<file path="config.mk">
export PLATFORM = sky130hd
export DESIGN_NAME = regfile_dump
export DESIGN_NICKNAME = d
export VERILOG_FILES = /design/src/rtl/regfile_pkg.sv /design/src/rtl/regfile_dump_fsm.sv /design/src/rtl/regfile_dump.sv
export SDC_FILE = /design/constraint.sdc
export NUM_CORES = 1
export LEC_CHECK = 0
export ABC_AREA = 1
export CORE_AREA = 4 4 164 134
export DETAILED_ROUTE_END_ITERATION = 10
export DIE_AREA = 0 0 168 138
export GPL_TIMING_DRIVEN = 0
export SYNTH_ARGS = -nofsm -noshare
export SYNTH_HDL_FRONTEND = slang
export SYNTH_SLANG_ARGS = --single-unit
</file>
<file path="constraint.sdc">
create_clock -name clk -period 1.4 [get_ports clk]
set_input_delay 0.28 -clock clk [delete_from_list [all_inputs] [get_ports clk]]
set_output_delay 0.28 -clock clk [all_outputs]
set_load 0.05 [all_outputs]
</file>
<file path="src/rtl/regfile_pkg.sv">
// Shared definitions for the register-file dump block: dump FSM encodings and a clog2 helper.
package regfile_pkg;

    localparam logic ST_IDLE = 1'b0;
    localparam logic ST_DUMP = 1'b1;

    typedef enum logic {
        S_IDLE = ST_IDLE,
        S_DUMP = ST_DUMP
    } dump_state_e;

    // Ceiling log2 for toolchains that lack $clog2 in constant expressions.
    function automatic int unsigned clog2(input int unsigned v);
        int unsigned r;
        r = 0;
        for (int unsigned x = v - 1; x > 0; x = x >> 1) begin
            r = r + 1;
        end
        return r;
    endfunction

endpackage

</file>
<file path="src/rtl/regfile_dump_fsm.sv">
// Dump sequencer: walks idx over every entry once per request, handshaking on valid/ready.
module regfile_dump_fsm
    import regfile_pkg::*;
#(
    parameter  int unsigned DEPTH = 8,
    localparam int unsigned AW    = $clog2(DEPTH)
) (
    input  logic          clk,
    input  logic          clr,
    input  logic          dump_start,
    input  logic          dump_ready,
    output logic          dump_valid,
    output logic          dump_busy,
    output logic          dump_done,
    output logic [AW-1:0] dump_idx
);

    localparam logic [AW-1:0] IDX_LAST = AW'(DEPTH - 1);

    dump_state_e   r_state, w_state_nxt;
    logic [AW-1:0] r_idx, w_idx_nxt;
    logic          r_done, w_done_nxt;

    always_ff @(posedge clk) begin
        if (clr) begin
            r_state <= S_IDLE;
            r_idx   <= '0;
            r_done  <= 1'b0;
        end else begin
            r_state <= w_state_nxt;
            r_idx   <= w_idx_nxt;
            r_done  <= w_done_nxt;
        end
    end

    always_comb begin
        w_state_nxt = r_state;
        w_idx_nxt   = r_idx;
        w_done_nxt  = 1'b0;
        dump_valid  = 1'b0;
        dump_busy   = 1'b0;
        case (r_state)
            S_IDLE: begin
                if (dump_start) begin
                    w_state_nxt = S_DUMP;
                    w_idx_nxt   = '0;
                end
            end
            S_DUMP: begin
                dump_valid = 1'b1;
                dump_busy  = 1'b1;
                if (dump_ready) begin
                    if (r_idx == IDX_LAST) begin
                        w_state_nxt = S_IDLE;
                        w_idx_nxt   = '0;
                        w_done_nxt  = 1'b1;
                    end else begin
                        w_idx_nxt = r_idx + 1'b1;
                    end
                end
            end
            default: w_state_nxt = S_IDLE;
        endcase
    end

    assign dump_done = r_done;
    assign dump_idx  = r_idx;

endmodule

</file>
<file path="src/rtl/regfile_dump.sv">
// Parametrised register file with two async read ports, optional write bypass,
// a written-since-clear bitmap and a valid/ready dump stream of all entries.
module regfile_dump
    import regfile_pkg::*;
#(
    parameter  int unsigned DATA_W = 8,
    parameter  int unsigned DEPTH  = 8,
    parameter  int unsigned BYPASS = 0,
    localparam int unsigned AW     = $clog2(DEPTH)
) (
    input  logic              clk,
    input  logic              clr,
    input  logic              en,
    input  logic [AW-1:0]     wsel,
    input  logic [DATA_W-1:0] d,
    input  logic [AW-1:0]     rsel0,
    output logic [DATA_W-1:0] q0,
    input  logic [AW-1:0]     rsel1,
    output logic [DATA_W-1:0] q1,
    output logic [DEPTH-1:0]  written,
    input  logic              dump_start,
    output logic              dump_valid,
    input  logic              dump_ready,
    output logic [AW-1:0]     dump_addr,
    output logic [DATA_W-1:0] dump_data,
    output logic              dump_busy,
    output logic              dump_done
);

    localparam logic [AW:0] DEPTH_W = (AW + 1)'(DEPTH);

    logic [DATA_W-1:0] r_mem [DEPTH];
    logic [DEPTH-1:0]  r_written;
    logic [AW-1:0]     w_idx;
    logic              w_wr_ok;

    assign w_wr_ok = en && ({1'b0, wsel} < DEPTH_W);

    always_ff @(posedge clk) begin
        if (clr) begin
            r_written <= '0;
            for (int unsigned i = 0; i < DEPTH; i++) begin
                r_mem[i] <= '0;
            end
        end else if (w_wr_ok) begin
            r_mem[wsel]     <= d;
            r_written[wsel] <= 1'b1;
        end
    end

    // Shared by both read ports and the dump port so all three see identical bypass rules.
    function automatic logic [DATA_W-1:0] f_read(input logic [AW-1:0] a);
        if ((BYPASS != 0) && w_wr_ok && (a == wsel)) begin
            return d;
        end else if ({1'b0, a} < DEPTH_W) begin
            return r_mem[a];
        end
        return '0;
    endfunction

    always_comb begin
        q0        = f_read(rsel0);
        q1        = f_read(rsel1);
        dump_data = f_read(w_idx);
    end

    assign written   = r_written;
    assign dump_addr = w_idx;

    regfile_dump_fsm #(
        .DEPTH (DEPTH)
    ) u_fsm (
        .clk        (clk),
        .clr        (clr),
        .dump_start (dump_start),
        .dump_ready (dump_ready),
        .dump_valid (dump_valid),
        .dump_busy  (dump_busy),
        .dump_done  (dump_done),
        .dump_idx   (w_idx)
    );

endmodule

</file>
; ---- After elaboration in Yosys (flattened, before gate mapping)
; Memory sizes are Yosys's and may differ from the RTL's. A register that Yosys moved wholly into a read port is not among the register bits.
; Index checks and enable logic that the tools add are counted.
[op_classes]
add_sub_neg = 1
order_cmp = 2
eq_ne = 3
n_mux = 22
n_bitwise = 3
n_reduce_logical = 4
[op_table]
columns = cell, count
row1 = 3-bit 2-to-1 mux, 6
row2 = 1-bit 2-to-1 mux, 12
row3 = 8-bit 2-to-1 mux, 1
row4 = 8-bit OR, 1
row5 = 8-bit OR reduction, 1
row6 = 3-bit case mux with 2 select lines, 1
row7 = 3-bit by 4-bit < comparator with 1-bit output (second input constant), 1
row8 = 2-bit != test (second input constant), 2
row9 = 3-bit by 1-bit adder with 3-bit output (second input constant), 1
row10 = 1-bit demux with 3-bit select, 1
row11 = 3-bit equality test (second input constant), 1
row12 = 3-bit by 1-bit greater-or-equal comparator with 1-bit output (second input constant), 1
row13 = 3-bit OR reduction, 1
row14 = 1-bit NOT, 2
row15 = 1-bit case mux with 2 select lines, 1
row16 = 2-bit AND reduction, 1
row17 = 1-bit logical AND, 1
[totals]
register_bits = 13
ram_bits = 64
input_bits = 22
output_inout_bits = 38
mem_count = 1
[memory_table]
columns = name, depth, word_bits, read_ports, rd_clocked_by_memory_dff, wr, line
row1 = r_mem, 8, 8, 3, 1, 8, regfile_dump.sv:32  ; logic [DATA_W-1:0] r_mem [DEPTH];

; ---- Depth between registers and ports, before layout
[logic_depth]
ltp_word = 6
depth_mapped = 8
depth_no_buf = 6

; ---- Cells and area by module
; From an unflattened synthesis, not the netlist that was laid out.
[unflattened]
hier_cells = 731
hier_area_um2 = 4984.8
[modules_own_cells]
columns = mod, n_inst, cells_each, area_each_um2
row1 = regfile_dump, 1, 703, 4757.1
row2 = regfile_dump_fsm, 1, 28, 227.7

; ---- Least setup slack after synthesis
; Ideal clock, no wire load.
[synth_timing]
path_type = in2out
start = input port rsel0[1]
end = output port q0[5]
t_arrival_ns = 1.181
slack_ns = -0.061
cell_stages = 7
path_cell_list = buf_2 > inv_2 > buf_4 > nand3_1 > nand2_1 > nand2_1 > nand2_1
[synth_between]
elab_chain_cells = 1
[synth_lines]
columns = item, line
row1 = "start, declared", regfile_dump.sv:16  ; input logic [AW-1:0] rsel0,
row2 = memory 8 x 8 bit, --
row3 = "end, declared", regfile_dump.sv:17  ; output logic [DATA_W-1:0] q0,
; No other way between the ends.

==> impl_metrics.toml <==
[floorplanning]
ios = 60
dieArea_mm2 = 0.0232
core_area_mm2 = 0.0204
initial_core_util_pct = 24.6
die_y_um = 138
die_width_um = 168
std_cell_rows = 47

[timing]
rsz0062_at_grt = "true"
finalSetupViolCount = 24
final.setup.tns_ns = -6.52
hold_violations = 0
relSlewSlack_pct = 67.8
period_share_pct = 127
finalMaxSlewViolations = 0
fin_crit_ns = 1.77
fin_ws_ns = -0.374
skew_ns = 0.000975
max_freq_ghz = 0.564
tightest_slew_ns = 0.482

[grt]
grt_util_met1_pct = 23.5
grt_pass1_wl_um = 26700
grt-busiest-layer = "met1"
grt_util_met2_pct = 19.2
grt_pass1_vias = 4637
antenna_found_initial = 0
grt_usage_pct = 14.6
grt_remaining_overflow = 0
grtUsageMet3_pct = 3.20
grt_max_degree = 13

[logic_synthesis]
syn-instance-count = 732
ys_seq_area_share_pct = 44.7
syn_nets = 756
synth.avg_cell_area_um2 = 6.85
async_flop_share_pct = 0
synthFlopType = "edfxtp_1"
synth_area_mm2 = 0.00501
synth.most_common_cell = "nand2_1"
synthTopCellsByCount = "nand2_1 (342), nand3_1 (98), inv_1 (80)"
ys_seq_elements = 80
yosys_warnings = 0
yosysTopAreaCell = "edfxtp_1"
yosys-top-cells-area = "edfxtp_1 (38%), nand2_1 (26%), nand3_1 (9.8%)"
synth.top_cell.area_share_pct = 38.3
yosys.cell_types.count = 17
synth_edf_count = 64

[route]
first_pass_iters = 5
drtIter0Drc = 523
ant_nets = 0
avgViaCountPerCell = 4.60
route.detailed.drc = 0
vias = 4949
wl_um = 17400
wl_per_cell_um = 16.2

[clocking]
cts_tree = "built"
clkSinkCount = 80
clock-root-buffer = "clkbuf_16"
worstSkewPairLatency_ns = 0.33
path_clk_slew_ns = 0.06
cts_buffer_depth = 2
numCtsBuffers = 9
ctsHoldBuffers = 0
htreeDepth = 3

[job]
cap_viol_max_count = 0

[setup_path]
crit_type = "flop to output port"
reg2reg_depth = 4
r2r_setup_slack_ns = 0.28
crit_fanout = 8
arrival_ns = 1.49
end_kind = "output port"
crit_required_ns = 1.12
crit_path_start_kind = "flop"

[run_status]
violations = "setup timing"
outcome = "finished with violations"

[placement]
dp_hpwl_um = 13000
place_inst = 1054
gp_congestion = 0.947
io_buffers = 53

[final_layout]
stdcell_count = 1077
fillers = 2124
layout-drive-gt1-share_pct = 40.5
nNetsFinal = 827
syn_to_final_growth_pct = 38.9
n_antenna_cell = 0

[min_path]
min_delay_path_depth = 2
holdCritPathClass = "primary input to flop"

[power_and_ir_drop]
power_density_mw_per_mm2 = 967
leakagePower_nw = 3.35
irDropWorstVdd_v = 0.000592
==> state kept, by name, indices dropped and copies added, names as in the netlist, named ones only <==
signal           count
written              8
u_fsm.dump_done      1
u_fsm.dump_idx       3
r_mem               64
u_fsm.r_state        1
==> power by group <==
| part | internal (mW) | leakage (nW) | total (mW) | switching, mW |
|---|---|---|---|---|
| clock network | 1.17 | 0.129 | 2.03 | 0.855 |
| logic | 0.651 | 2.47 | 1.94 | 1.29 |
| registers | 2.70 | 0.745 | 2.77 | 0.0654 |
==> cell type report <==
type	count	area [um^2]	area share, %
plain buffers	34	270	3.88
clock buffers	10	229	3.29
clock inverters	6	26.3	0.377
inverters	88	348	5.00
multi-input cells	529	2780	39.9
flip-flops and latches	80	2250	32.3
well taps	269	337	4.83
repair buffers	61	731	10.5
==> metrics by stage <==
step	cell area, um^2	hold WS (ns)	power (mW)	worst slack (ns)	utilization [%]
finish	6960	0.379	6.73	-0.374	34.1
CTS	6620	0.371	6.63	-0.378	32.4
global placement	5940	0.443	4.37	-0.844	29.1
global route	6960	0.406	7.02	-0.456	34.1
detailed placement	5940	0.441	4.38	-0.850	29.1
floorplan	5070	0.352	3.84	0.0140	-
==> logic make-up (layout without fill, tap and decap cells) <==
logic type / after synthesis / in the layout / synth area share (%)
adder cells (fa/ha/maj): 2 / 2 / 0.499
flip-flops: 80 / 80 / 44.7
AO/OA/AOI/OAI: 6 / 6 / 0.649
AND/OR/NAND/NOR: 521 / 521 / 43.4
buffers and inverters: 123 / 199 / 10.7
==> layer usage <==
metal / part of all wire [%] / up-vias / routed length [um]
li1: - / 2406 / -
met1: 49 / 2282 / 8580
met2: 39 / 235 / 6780
met3: 9.8 / 26 / 1700
met4: 2.2 / 0 / 380
met5: 0 / - / 0
==> path summary, 6_finish.rpt <==
check	endpoint	from
hold reg to reg	written[6]	written[6]
setup reg to reg	flop	u_fsm.dump_idx[0]
hold / removal	u_fsm.dump_done	clr
setup / recovery	dump_data[6]	flop
==> what timing repair did <==
action | CTS | global route
pin swaps | 54 | 46
setup buffers | 4 | 0
resized for setup | 371 | 114
endpoints found under the setup margin | 102 | 80
gates cloned | 4 | 0
==> worst max-delay path, stage by stage, from the launching register on <==
cell and delay [ns]:
dfxtp_2 0.33, buf_8 0.14, inv_8 0.05, buf_6 0.13
nand2_1 0.05, nand3_1 0.06, nand2_1 0.06, nand2_1 0.08
nand2_2 0.11, buf_8 0.15
==> cell usage in the layout, fill, tap and decap left out, drive strengths merged <==
master         instances
nand2                351
nand3                 98
inv                   88
nor2                  72
buf                   65
edfxtp                64
dfxtp                 16
clkbuf                15
clkdlybuf4s50         11
clkdlybuf4s15          9
clkinv                 6
a21oi                  3
o21ai                  2
ha                     2
dlygate4sd2            2
dlymetal6s2s           2
a21boi                 1
clkdlybuf4s18          1
Note: power is estimated with default switching activity, not from simulation.
